### src/rtl/alu_operand_sequencer.sv
// alu_operand_sequencer
//   Captures operands A then B from a shared bus on LOAD rising edges, holds
//   them on the function-unit inputs, registers the unit's result one cycle
//   after B is captured, and counts completed operations.
//   All outputs come straight from registers, so there is no combinational
//   path from any input to any output.
module alu_operand_sequencer #(
  parameter int WIDTH = 6,
  parameter int CNT_W = 8
) (
  input  logic             CLK,
  input  logic             RST_N,
  input  logic [WIDTH-1:0] DIN,
  input  logic             LOAD,
  input  logic             CLEAR,
  input  logic [WIDTH-1:0] Y_IN,
  output logic [WIDTH-1:0] A,
  output logic [WIDTH-1:0] B,
  output logic [WIDTH-1:0] RESULT,
  output logic             RES_VALID,
  output logic [1:0]       STATE,
  output logic [CNT_W-1:0] OP_CNT
);

  typedef enum logic [1:0] {
    IDLE   = 2'd0,
    WAIT_B = 2'd1,
    EXEC   = 2'd2,
    DONE   = 2'd3
  } state_t;

  state_t           state_q, state_d;
  logic             load_q;
  logic             ld_ev;
  logic [WIDTH-1:0] a_q, a_d;
  logic [WIDTH-1:0] b_q, b_d;
  logic [WIDTH-1:0] res_q, res_d;
  logic             vld_q, vld_d;
  logic [CNT_W-1:0] cnt_q, cnt_d;

  // One event per LOAD rising edge; a held-high LOAD fires only once.
  assign ld_ev = LOAD & ~load_q;

  // State, edge-detect and datapath registers; reset wins over everything.
  always_ff @(posedge CLK or negedge RST_N) begin
    if (!RST_N) begin
      state_q <= IDLE;
      load_q  <= 1'b0;
      a_q     <= '0;
      b_q     <= '0;
      res_q   <= '0;
      vld_q   <= 1'b0;
      cnt_q   <= '0;
    end else begin
      state_q <= state_d;
      load_q  <= LOAD;
      a_q     <= a_d;
      b_q     <= b_d;
      res_q   <= res_d;
      vld_q   <= vld_d;
      cnt_q   <= cnt_d;
    end
  end

  // Next-state and datapath updates; CLEAR beats a load event in every state.
  // The counter survives CLEAR on purpose: only a hard reset zeroes it.
  always_comb begin
    state_d = state_q;
    a_d     = a_q;
    b_d     = b_q;
    res_d   = res_q;
    vld_d   = vld_q;
    cnt_d   = cnt_q;
    if (CLEAR) begin
      state_d = IDLE;
      a_d     = '0;
      b_d     = '0;
      res_d   = '0;
      vld_d   = 1'b0;
    end else begin
      unique case (state_q)
        IDLE: begin
          if (ld_ev) begin
            a_d     = DIN;
            state_d = WAIT_B;
          end
        end
        WAIT_B: begin
          if (ld_ev) begin
            b_d     = DIN;
            state_d = EXEC;
          end
        end
        EXEC: begin
          // Y_IN is settled from the A/B registers; a load here is dropped.
          res_d   = Y_IN;
          vld_d   = 1'b1;
          cnt_d   = cnt_q + CNT_W'(1);
          state_d = DONE;
        end
        DONE: begin
          // Chain into the next operation: new A, B kept until replaced.
          if (ld_ev) begin
            a_d     = DIN;
            vld_d   = 1'b0;
            state_d = WAIT_B;
          end
        end
        default: state_d = IDLE;
      endcase
    end
  end

  assign A         = a_q;
  assign B         = b_q;
  assign RESULT    = res_q;
  assign RES_VALID = vld_q;
  assign STATE     = state_q;
  assign OP_CNT    = cnt_q;

endmodule

### config.mk
export PLATFORM = sky130hd
export DESIGN_NAME = alu_operand_sequencer
export DESIGN_NICKNAME = d
export VERILOG_FILES = /design/src/rtl/alu_operand_sequencer.sv
export SDC_FILE = /design/constraint.sdc
export NUM_CORES = 1
export LEC_CHECK = 0
export CAP_MARGIN = 20
export CORE_AREA = 3 3 72 57
export DETAILED_ROUTE_END_ITERATION = 8
export DIE_AREA = 0 0 75 60
export PLACE_DENSITY = 0.67
export SLEW_MARGIN = 20
export SYNTH_ARGS = -nofsm -noshare
export SYNTH_HDL_FRONTEND = slang
export SYNTH_SLANG_ARGS = --single-unit
### constraint.sdc
create_clock -name CLK -period 1.7 [get_ports CLK]
set_input_delay 0.425 -clock CLK [delete_from_list [all_inputs] [get_ports CLK]]
set_output_delay 0.425 -clock CLK [all_outputs]
set_load 0.005 [all_outputs]
Word-level counts from Yosys, hierarchy flattened
Cells that the tools add are included.
{ "word_totals": {"ff_bits": 30, "in_bits": 16, "output_inout_bits": 29, "word_cells": 43} }
{ "classes": {"n_addsub": 1, "eq_ne": 6, "mux": 14, "n_bitwise": 3, "reduce_logical": 12} }
{ "ops": {"columns": ["cell", "n"], "rows": [
  ["$mux 6", 7],
  ["$reduce_and 2->1", 5],
  ["$add 8x1->8 const B", 1],
  ["$reduce_bool 2->1", 4],
  ["$mux 2", 3],
  ["$ne 3x3->1 const B", 2],
  ["$pmux 2 s3", 1],
  ["$eq 2x2->1 const B", 2],
  ["$ne 3x1->1 const B", 1],
  ["$reduce_bool 3->1", 1],
  ["$eq 2x1->1 const B", 1],
  ["$logic_not 2->1", 1],
  ["$mux 1", 2],
  ["$not 1->1", 2],
  ["$pmux 1 s2", 1],
  ["$reduce_or 2->1", 1],
  ["$and 1x1->1", 1]
]} }

Depth between registers and ports, before layout
Gate-level depths: netlist of the first run.
{ "logic_depth": {"word_depth": 5, "mapped_depth": 6} }

Worst setup path before layout of the first run
Ideal clock, no wire load.
{ "synth_timing": {"path_kind": "register -> register", "start": "register state_q[0], in the netlist STATE[0]", "end": "register a_q[0], in the netlist A[0]", "t_arrival_ns": 1.324, "slack_ns": 0.248, "stages_incl_launch_ff": 5, "n_path_buf": 0, "period_less_slack_ns": 1.452, "path_cell_list": "dfrtp_1 -> inv_1 -> ha_1 -> a21oi_4 -> mux2_1"} }
{ "synth_between": {"elab_chain_len": 4, "elab_cells_between_ends": 5} }
{ "synth_rtl": {"columns": ["item", "line", "source"], "rows": [
  ["start, declared", "32", "state_t state_q, state_d;"],
  ["start signal, assigned", "55", "state_q <= state_d;"],
  ["$eq 2x2->1 / $logic_not 2->1 (equally long branches)", "81", "unique case (state_q)"],
  ["$reduce_or 2->1 (no line) (*)", null, null],
  ["$reduce_bool 2->1 (no line) (*)", null, null],
  ["$reduce_and 2->1 (no line) (*)", null, null],
  ["end signal, assigned", "49", "a_q <= '0;"],
  ["end signal, assigned", "57", "a_q <= a_d;"],
  ["end, declared", "35", "logic [WIDTH-1:0] a_q, a_d;"]
]} }
Mark *: on every way between the ends. The rest lies on a longest branch, timed or not.
A chain may end at the register's enable or synchronous reset.

Final worst setup path of the first run
{ "layout_timing": {"start": "register state_q[1], in the netlist STATE[1]", "end": "output port STATE[1]"} }
{ "layout_rtl": {"columns": ["item", "line", "source"], "rows": [
  ["end, declared", "21", "output logic [1:0] STATE,"]
]} }
No word-level cell between the ends.

==> results of run 1 <==
[Yosys cell counts (all sizes together)]
library cell,count
ha,4
or3,1
and2b,1
buf,3
a21o,2
inv,3
nor3,1
mux2i,6
xor2,2
nand3b,1
nand2,8
dfrtp,30
nand4,1
nor4b,1
and3,1
o21bai,1
o21ai,1
nor2b,7
nand2b,1
a21oi,5
xnor2,4
nor2,6
mux2,13
[per-stage QoR]
stage | area (sq um) | TNS (ns)
after floorplan | 1350 | 0
after global placement | 1869 | -0.7111
after detailed placement | 1869 | -1.079
after CTS | 1962 | 0
after global routing | 1971 | 0
final | 1971 | 0
[metal layers]
| metal | global-route usage | routed length, microns | share of wire |
|---|---|---|---|
| met1 | 0.1814 | 1309 | 0.46 |
| met2 | 0.2283 | 1262 | 0.45 |
| met4 | 0.04569 | 19 | 0.0067 |
| met5 | 0 | 0 | 0 |
| met3 | 0.06050 | 233 | 0.083 |
[final timing paths]
check                           cells past startpoint  slack, ns                  start               endpoint
worst max-delay path                                1       0.07   STATE[1]$_DFFE_PN0P_               STATE[1]
max in group asynchronous                           2       0.86                  RST_N  OP_CNT[0]$_DFFE_PN0P_
min in group asynchronous                           2       0.53                  RST_N  OP_CNT[7]$_DFFE_PN0P_
worst max register to register                      4       0.14   STATE[0]$_DFFE_PN0P_       A[1]$_DFFE_PN0P_
worst min register to register                      1       0.47  OP_CNT[7]$_DFFE_PN0P_  OP_CNT[7]$_DFFE_PN0P_
worst min-delay path                                1       0.47  OP_CNT[7]$_DFFE_PN0P_  OP_CNT[7]$_DFFE_PN0P_
[flip-flops by register name (all words and copies together), names as in the netlist]
| name | cells |
|---|---|
| load_q | 1 |
| A | 6 |
| RESULT | 6 |
| RES_VALID | 1 |
| B | 6 |
| OP_CNT | 8 |
| STATE | 2 |
[repair_timing]
action | in CTS | in global routing
setup endpoints to repair | 1 | 2
resized for setup | 1 | 1
setup buffers | 0 | 1
pin swaps | 0 | 0
[power by group]
| group | total [mW] | switching [mW] | leakage [nW] | internal, mW |
|---|---|---|---|---|
| registers | 1.00 | 0.132 | 0.385 | 0.868 |
| logic | 0.819 | 0.311 | 0.469 | 0.508 |
| clock network | 0.573 | 0.248 | 0.0482 | 0.326 |
| total | 2.39 | 0.691 | 0.903 | 1.70 |
[final cells by class]
| class | instances | area share |
|---|---|---|
| flip-flops and latches | 30 | 0.3822 |
| multi-input cells | 67 | 0.2863 |
| repair buffers | 52 | 0.2540 |
| clock buffers | 7 | 0.04381 |
| well taps | 40 | 0.02540 |
| inverters | 3 | 0.005714 |
| clock inverters | 1 | 0.002540 |
[cell families after synthesis]
group           synth area share
simple gates              0.1335
fa+ha+maj                0.03707
xor+xnor                 0.03892
buf+inv                  0.02595
flops                     0.5561
mux                       0.1529
compound gates           0.05560
==> results.yml, run 1 <==
sta:
  max_slew_margin: 0.7470
  rsz0062_at_grt: "false"
  fmax_mhz: 613.0
  worst_slew_pin_slew_ns: 0.3795
  hold_viol: 0
  fin_crit_ns: 1.631
  drv_slew: 0
  period_share: 0.9596
  setup_viol: 0
  setup_ws_ns: 0.06864
  whs_ns: 0.4678
  fin_worst_skew_ns: 0.004964
layout:
  fin_cells: 200
  layout_commonest_cell: "clkdlybuf4s50_1"
  multi_input_comb_area_sq_um: 564.3
  seq_area_sq_um: 753.2
  num_antenna_cells: 0
  final.fill_count: 268
  fin_util: 0.5872
  final_nets: 179
  layout_common_cells: "clkdlybuf4s50_1 (44), dfrtp_1 (28), mux2_1 (13), nand2_1 (8), buf_4 (8)"
  area_delta_synth_final_pct: 45.97
  drive_gt1_frac: 0.1375
job:
  drv_cap: 0
critical_path:
  critPathRequiredTime_ns: 1.27
  crit_path_start_kind: "flop"
  worstSetupPathType: "flop to primary output"
  arrival_ns: 1.21
  cpPeakStageDelay_ns: 0.53
  cpLargestDelayFamily: "buffers and inverters"
  crit_buf_inv: 1
  crit_path_max_fanout: 5
  cp_slowest_cell: "clkdlybuf4s50_1"
  crit_chain: "clkdlybuf4s50_1"
  crit_path_end_kind: "primary output"
global_routing:
  grt_pass1_vias: 1067
  grt_max_degree: 31
  antenna_found_initial: 0
  grt_pass1_wl_mm: 4.816
  overflow: 0
  grt.total_usage: 0.1450
power_and_ir_drop:
  vdd_ir_drop_max_v: 0.0005990
  leakage_nw: 0.9032
  finalPower_mw: 2.392
  power_per_cell_area_nw_per_um2: 1214
routing:
  drc_errors: 0
  wire_per_inst_microns: 14.12
  drt_iter0_drc: 40
  ant_nets: 0
  wl_mm: 2.824
  viasPerCell: 4.715
  drtPass1Iterations: 4
  vias: 943
synthesis:
  yosysWarnings: 0
  synthTopCellsByArea: "dfrtp_1 (56%), mux2_1 (11%), mux2i_1 (4.4%), ha_1 (3.7%), nor2b_1 (2.8%)"
  ys_types: 27
  synth-seq-area-share: 0.5561
  postSynthAreaPerCell_sq_um: 13.11
  synthCells: 103
  syn-num-nets: 123
  syn_area_sq_um: 1350
  synth-seq-cells: 30
  yosys.area.top_type_share: 0.5561
  yosysTopAreaCell: "dfrtp_1"
placement:
  dpl_worst_slack_ns: -0.09761
  place.gp.congestion: 0.7661
  io_buffers: 44
  place_hpwl_mm: 2.118
  place_inst: 191
cts:
  cts_buffer_depth: 2
  clk-insertion-delay-late_ns: 0.27
  hold_buffers: 0
  h-tree-depth: 2
  clk_pin_slew_ns: 0.06
  clock-root-buffer: "clkbuf_8"
  cts_tree: "yes"
  cts_buffers: 5
  clock-sinks: 30
die:
  initial_utilization: 0.4023
  die_area_sq_um: 4500
  num_rows: 18
  die_width_microns: 75
  dieHeight_microns: 60
  ioPinCount: 45
  design.core.area_sq_um: 3356
status:
  outcome: "finished clean"
hold_path:
  hp-class: "flop to flop"
(Power assumes the default switching activity.)
==> run 2, diff against run 1 <==
- CORE_AREA: 3 3 72 57 -> 3 3 68 54
- DIE_AREA: 0 0 75 60 -> 0 0 71 57
- PLACE_DENSITY: 0.67 -> 0.74
- SKIP_CTS_REPAIR_TIMING: unset -> 1
==> results.yml, run 2 (synthesis gave the netlist of run 1 again) <==
routing:
  drtPass1Iterations: 4
  wl_met1_mm: 1.316
  drc_errors: 0
  vias: 945
  dr_wl_met2_mm: 1.207
  wl_mm: 2.790
  highest_layer: "met4"
  met3_length_microns: 259
  ant_nets: 0
  drt_iter0_drc: 19
  viasPerCell: 4.773
  wire_per_inst_microns: 14.09
sta:
  worst_slew_pin_slew_ns: 0.3768
  fin_crit_ns: 1.658
  fmax_mhz: 603.0
  setup_viol: 0
  period_share: 0.9755
  fin_worst_skew_ns: 0.007219
  tns_ns: 0
  max_slew_margin: 0.7488
  hold_viol: 0
  drv_slew: 0
critical_path:
  cpPeakStageDelay_ns: 0.54
  cpLargestDelayFamily: "buffers and inverters"
  worstSetupPathType: "flop to primary output"
  crit_path_end_kind: "primary output"
  critPathRequiredTime_ns: 1.27
  cp_slowest_cell: "clkdlybuf4s50_1"
  crit_path_start_kind: "flop"
  crit_chain: "clkdlybuf4s50_1"
  arrival_ns: 1.23
  crit_path_max_fanout: 4
  crit_buf_inv: 1
  r2r_start: "STATE[0]$_DFFE_PN0P_"
  crit_start: "OP_CNT[0]$_DFFE_PN0P_"
global_routing:
  grt.total_usage: 0.1553
  antenna_found_initial: 0
  grt_pass1_vias: 1040
  grt_pass1_wl_mm: 4.809
  grt_max_degree: 31
  overflow: 0
placement:
  place_hpwl_mm: 2.082
  io_buffers: 44
  place_inst: 189
  placed_area_sq_um: 1867
  place.gp.congestion: 0.7528
layout:
  fin_cells: 198
  fin_util: 0.6580
  largest_reg_flops: 8
  area_delta_synth_final_pct: 45.13
  num_antenna_cells: 0
  design_area_sq_um: 1959
  layout_commonest_cell: "clkdlybuf4s50_1"
  drive_gt1_frac: 0.1250
  layout_common_cells: "clkdlybuf4s50_1 (44), dfrtp_1 (29), mux2_1 (13), buf_4 (9), nand2_1 (8)"
  final_nets: 180
die:
  design.core.area_sq_um: 2978
  num_rows: 17
  dieHeight_microns: 57
  initial_utilization: 0.4534
  die_width_microns: 71
  ioPinCount: 45
  die_area_sq_um: 4047
status:
  outcome: "finished clean"
power_and_ir_drop:
  power_per_cell_area_nw_per_um2: 1195
  finalPower_mw: 2.341
  leakage_nw: 0.8988
  vdd_ir_drop_max_v: 0.0006781
cts:
  clk_pin_slew_ns: 0.06
  cts_tree: "yes"
  clock-sinks: 30
  clock-root-buffer: "clkbuf_8"
  cts_buffer_depth: 2
  cts_buffers: 5
  h-tree-depth: 2
  clk-insertion-delay-late_ns: 0.27
hold_path:
  hold_start: "OP_CNT[7]$_DFFE_PN0P_"
  hp-class: "flop to flop"
job:
  drv_cap: 0
run 2: through the flow:
step	worst slack, ns	hold WS [ns]
3_3_place_gp	-0.07750	0.4560
4_1_cts	-0.002999	0.4671
2_1_floorplan	0.2481	0.1294
3_5_place_dp	-0.09069	0.4559
6_report	0.04172	0.4652
5_1_grt	-0.00004619	0.4798
run 2: per-layer routing:
layer,GRT usage,vias to the layer above
met3,0.08099,2
met1,0.1955,450
met5,0,-
met4,0.03217,0
li1,-,457
met2,0.2417,36
run 2: final timing paths:
kind	end	slack (ns)	cells after the start
max	OP_CNT[0]	0.04	1
min	OP_CNT[7]$_DFFE_PN0P_	0.47	1
max reg2reg	A[4]$_DFFE_PN0P_	0.13	4
min reg2reg	OP_CNT[7]$_DFFE_PN0P_	0.47	1
max in group asynchronous	OP_CNT[3]$_DFFE_PN0P_	0.87	2
min in group asynchronous	B[3]$_DFFE_PN0P_	0.53	2
run 2: final cells by class:
type,instances,area [sq um]
Fill cell,234,1018
Sequential cell,30,752.0
Multi-Input combinational cell,67,564.3
Timing Repair Buffer,53,508.0
Clock buffer,7,76.32
Tap cell,38,47.55
Inverter,3,11.26
run 2: where the power goes:
group	switching (mW)	internal, mW
Clock	0.239	0.281
Sequential	0.133	0.865
Combinational	0.308	0.515
Total	0.680	1.66
==> RTL edit: new RTL, config.mk and constraints of run 1 <==
The parameter `WIDTH` goes from 6 to 8.
--- a/src/rtl/alu_operand_sequencer.sv
+++ b/src/rtl/alu_operand_sequencer.sv
@@ -6,5 +6,5 @@
 //   path from any input to any output.
 module alu_operand_sequencer #(
-  parameter int WIDTH = 6,
+  parameter int WIDTH = 8,
   parameter int CNT_W = 8
 ) (
Interface: changed (5 resized); port bits go from 45 to 55. No check against the original RTL was run, so the function may have changed too.
==> RTL edit against run 1 <==
Sequential power up 16%; wire length rose by 17%; sequential cell count grew 6; total power increased by 17%; area after synthesis increased by 15%; sequential share of layout area up 0.51 points; worst setup slack lost 0.021 ns; combinational power is 22% higher; final area increased by 18%.
==> RTL edit: results (changes against run 1) <==
| Metric | Value |
|---|---|
| Status | finished, final reports clean |
| Fraction of registers with async set/reset | 100.0% (unchanged) |
| Via/cell ratio | 4.943 (+4.8%) |
| Met3 routed wirelength | 157 µm (-33%) |
| R2R Setup Slk | 0.16 ns (+0.02 ns) |
| Wire length of the first global-routing pass | 5658 µm (+17%) |
| # nets final | 214 (+20%) |
| Share of layout cells above drive strength 1 | 22.11% (+8.4 points) |
| Hold WS | 0.06891 ns (-0.3989 ns) |
| Gpl congestion | 0.7700 (+0.51%) |
| Initial DRC count | 32 (-20%) |
| Placed cells | 220 (+15%) |
| Cell variety after synth | 27 (unchanged) |
| Maximum buffer depth of the clock tree | 2 (unchanged) |
| Initial antenna violation count | 0 (unchanged) |
| Num CTS Buffers | 5 (unchanged) |
| DR vias | 1137 (+21%) |
| Max-slew headroom | 71.34% (-3.4 points) |
| # fillers | 250 (-6.7%) |
| Clock Skew | 0.002536 ns (-0.002428 ns) |
| Critical path data arrival time | 1.23 ns (+0.02 ns) |
| Placed Area | 2198 µm² (+18%) |
| Setup crit start | STATE[1] |
| Synth Net Count | 144 (+17%) |
| RR Startpoint | STATE[0] |
| Grt total ovfl | 0 (unchanged) |
| Final wirelength | 3315 µm (+17%) |
| Largest net degree at the start of global routing | 20 (-35%) |
| Post-synth top cells | dfrtp_1, mux2_2, nor2_1, nor2b_1, mux2i_1 |
| Synth area leaders | dfrtp_1, mux2_2, mux2i_1 |
| PortBufs | 54 (+23%) |
| Register area share after synthesis | 57.88% (+2.3 points) |
| Mapped Cells | 120 (+17%) |
| M1 WL | 1523 µm (+16%) |
| PD cells | 1203 nW/µm² (-0.90%) |
| DP Worst Slack | -0.1006 ns (-0.002978 ns) |
| Worst reg2reg path endpoint | A[0] |
| Cell depth of the worst flop-to-flop path | 4 (unchanged) |
| Final HPWL DP | 2623 µm (+24%) |
| Total track usage | 16.96% (+2.5 points) |
| Leakage power of the design | 0.001043 µW (+15%) |
| Clk Tree Root Cell | clkbuf_8 |
| Worst min-delay path category | primary input to async pin |
| Clock Latency Late Sink | 0.28 ns |
| Vias in the first global route | 1194 (+12%) |
| VDD IR max | 0.8081 mV (+35%) |
| Crit path max fanout | 5 (unchanged) |
| Met2 WL post-DR | 1592 µm (+26%) |
| CP peak stage delay | around 0.52 ns |
## RTL edit: changes by cell type after synthesis, sizes merged, moves of 2 or more
cell | run 1 | this run
nor2b | 7 | 10
mux2 | 13 | 16
nor2 | 6 | 9
dfrtp | 30 | 36
mux2i | 6 | 8
## RTL edit: repair_timing
| action | in CTS | in global routing |
|---|---|---|
| setup endpoints to repair | 0 | 13 |
| buffers inserted | 0 | 3 |
| resized for setup | 0 | 3 |
## RTL edit: cell families (layout without fill, tap and decap cells)
group	Yosys count	count (layout)	synth area share [%]
DFF	36	36	57.88
and+or+nand+nor	33	33	11.33
muxes	24	24	16.72
AOI/OAI and AO/OA	10	10	4.662
xor gates and xnor gates	7	7	3.939
buffers and inverters	6	76	2.251
adders and majority gates	4	4	3.216
## RTL edit: area by class of cell
class	instances	area share (%)
timing repair buffer	66	27.36
tap	40	2.146
inverter	3	0.4828
clock buffer	7	4.131
multi-input combinational	78	27.15
sequential	36	38.73
## RTL edit: per-layer routing
metal / GRT usage [%] / up-vias
met5: 0 / -
met4: 5.330 / 0
met3: 5.210 / 6
met2: 25.56 / 23
met1: 23.40 / 564
li1: - / 544
## RTL edit: how the worst max path moves through the flow
stage          cells after the start  slack [ns]       end
6_report                           1        0.05  STATE[1]
5_1_grt                            1      -0.005  STATE[1]
4_1_cts                            1        0.01  STATE[1]
3_5_place_dp                       4       -0.10      A[0]
3_3_place_gp                       4       -0.08      A[6]
2_1_floorplan                      4        0.20      A[0]
## RTL edit: report_power, final
group / total [µW] / internal [µW] / switching [µW]
logic: 1000 / 635 / 369
registers: 1160 / 1030 / 126
clock network: 644 / 361 / 283
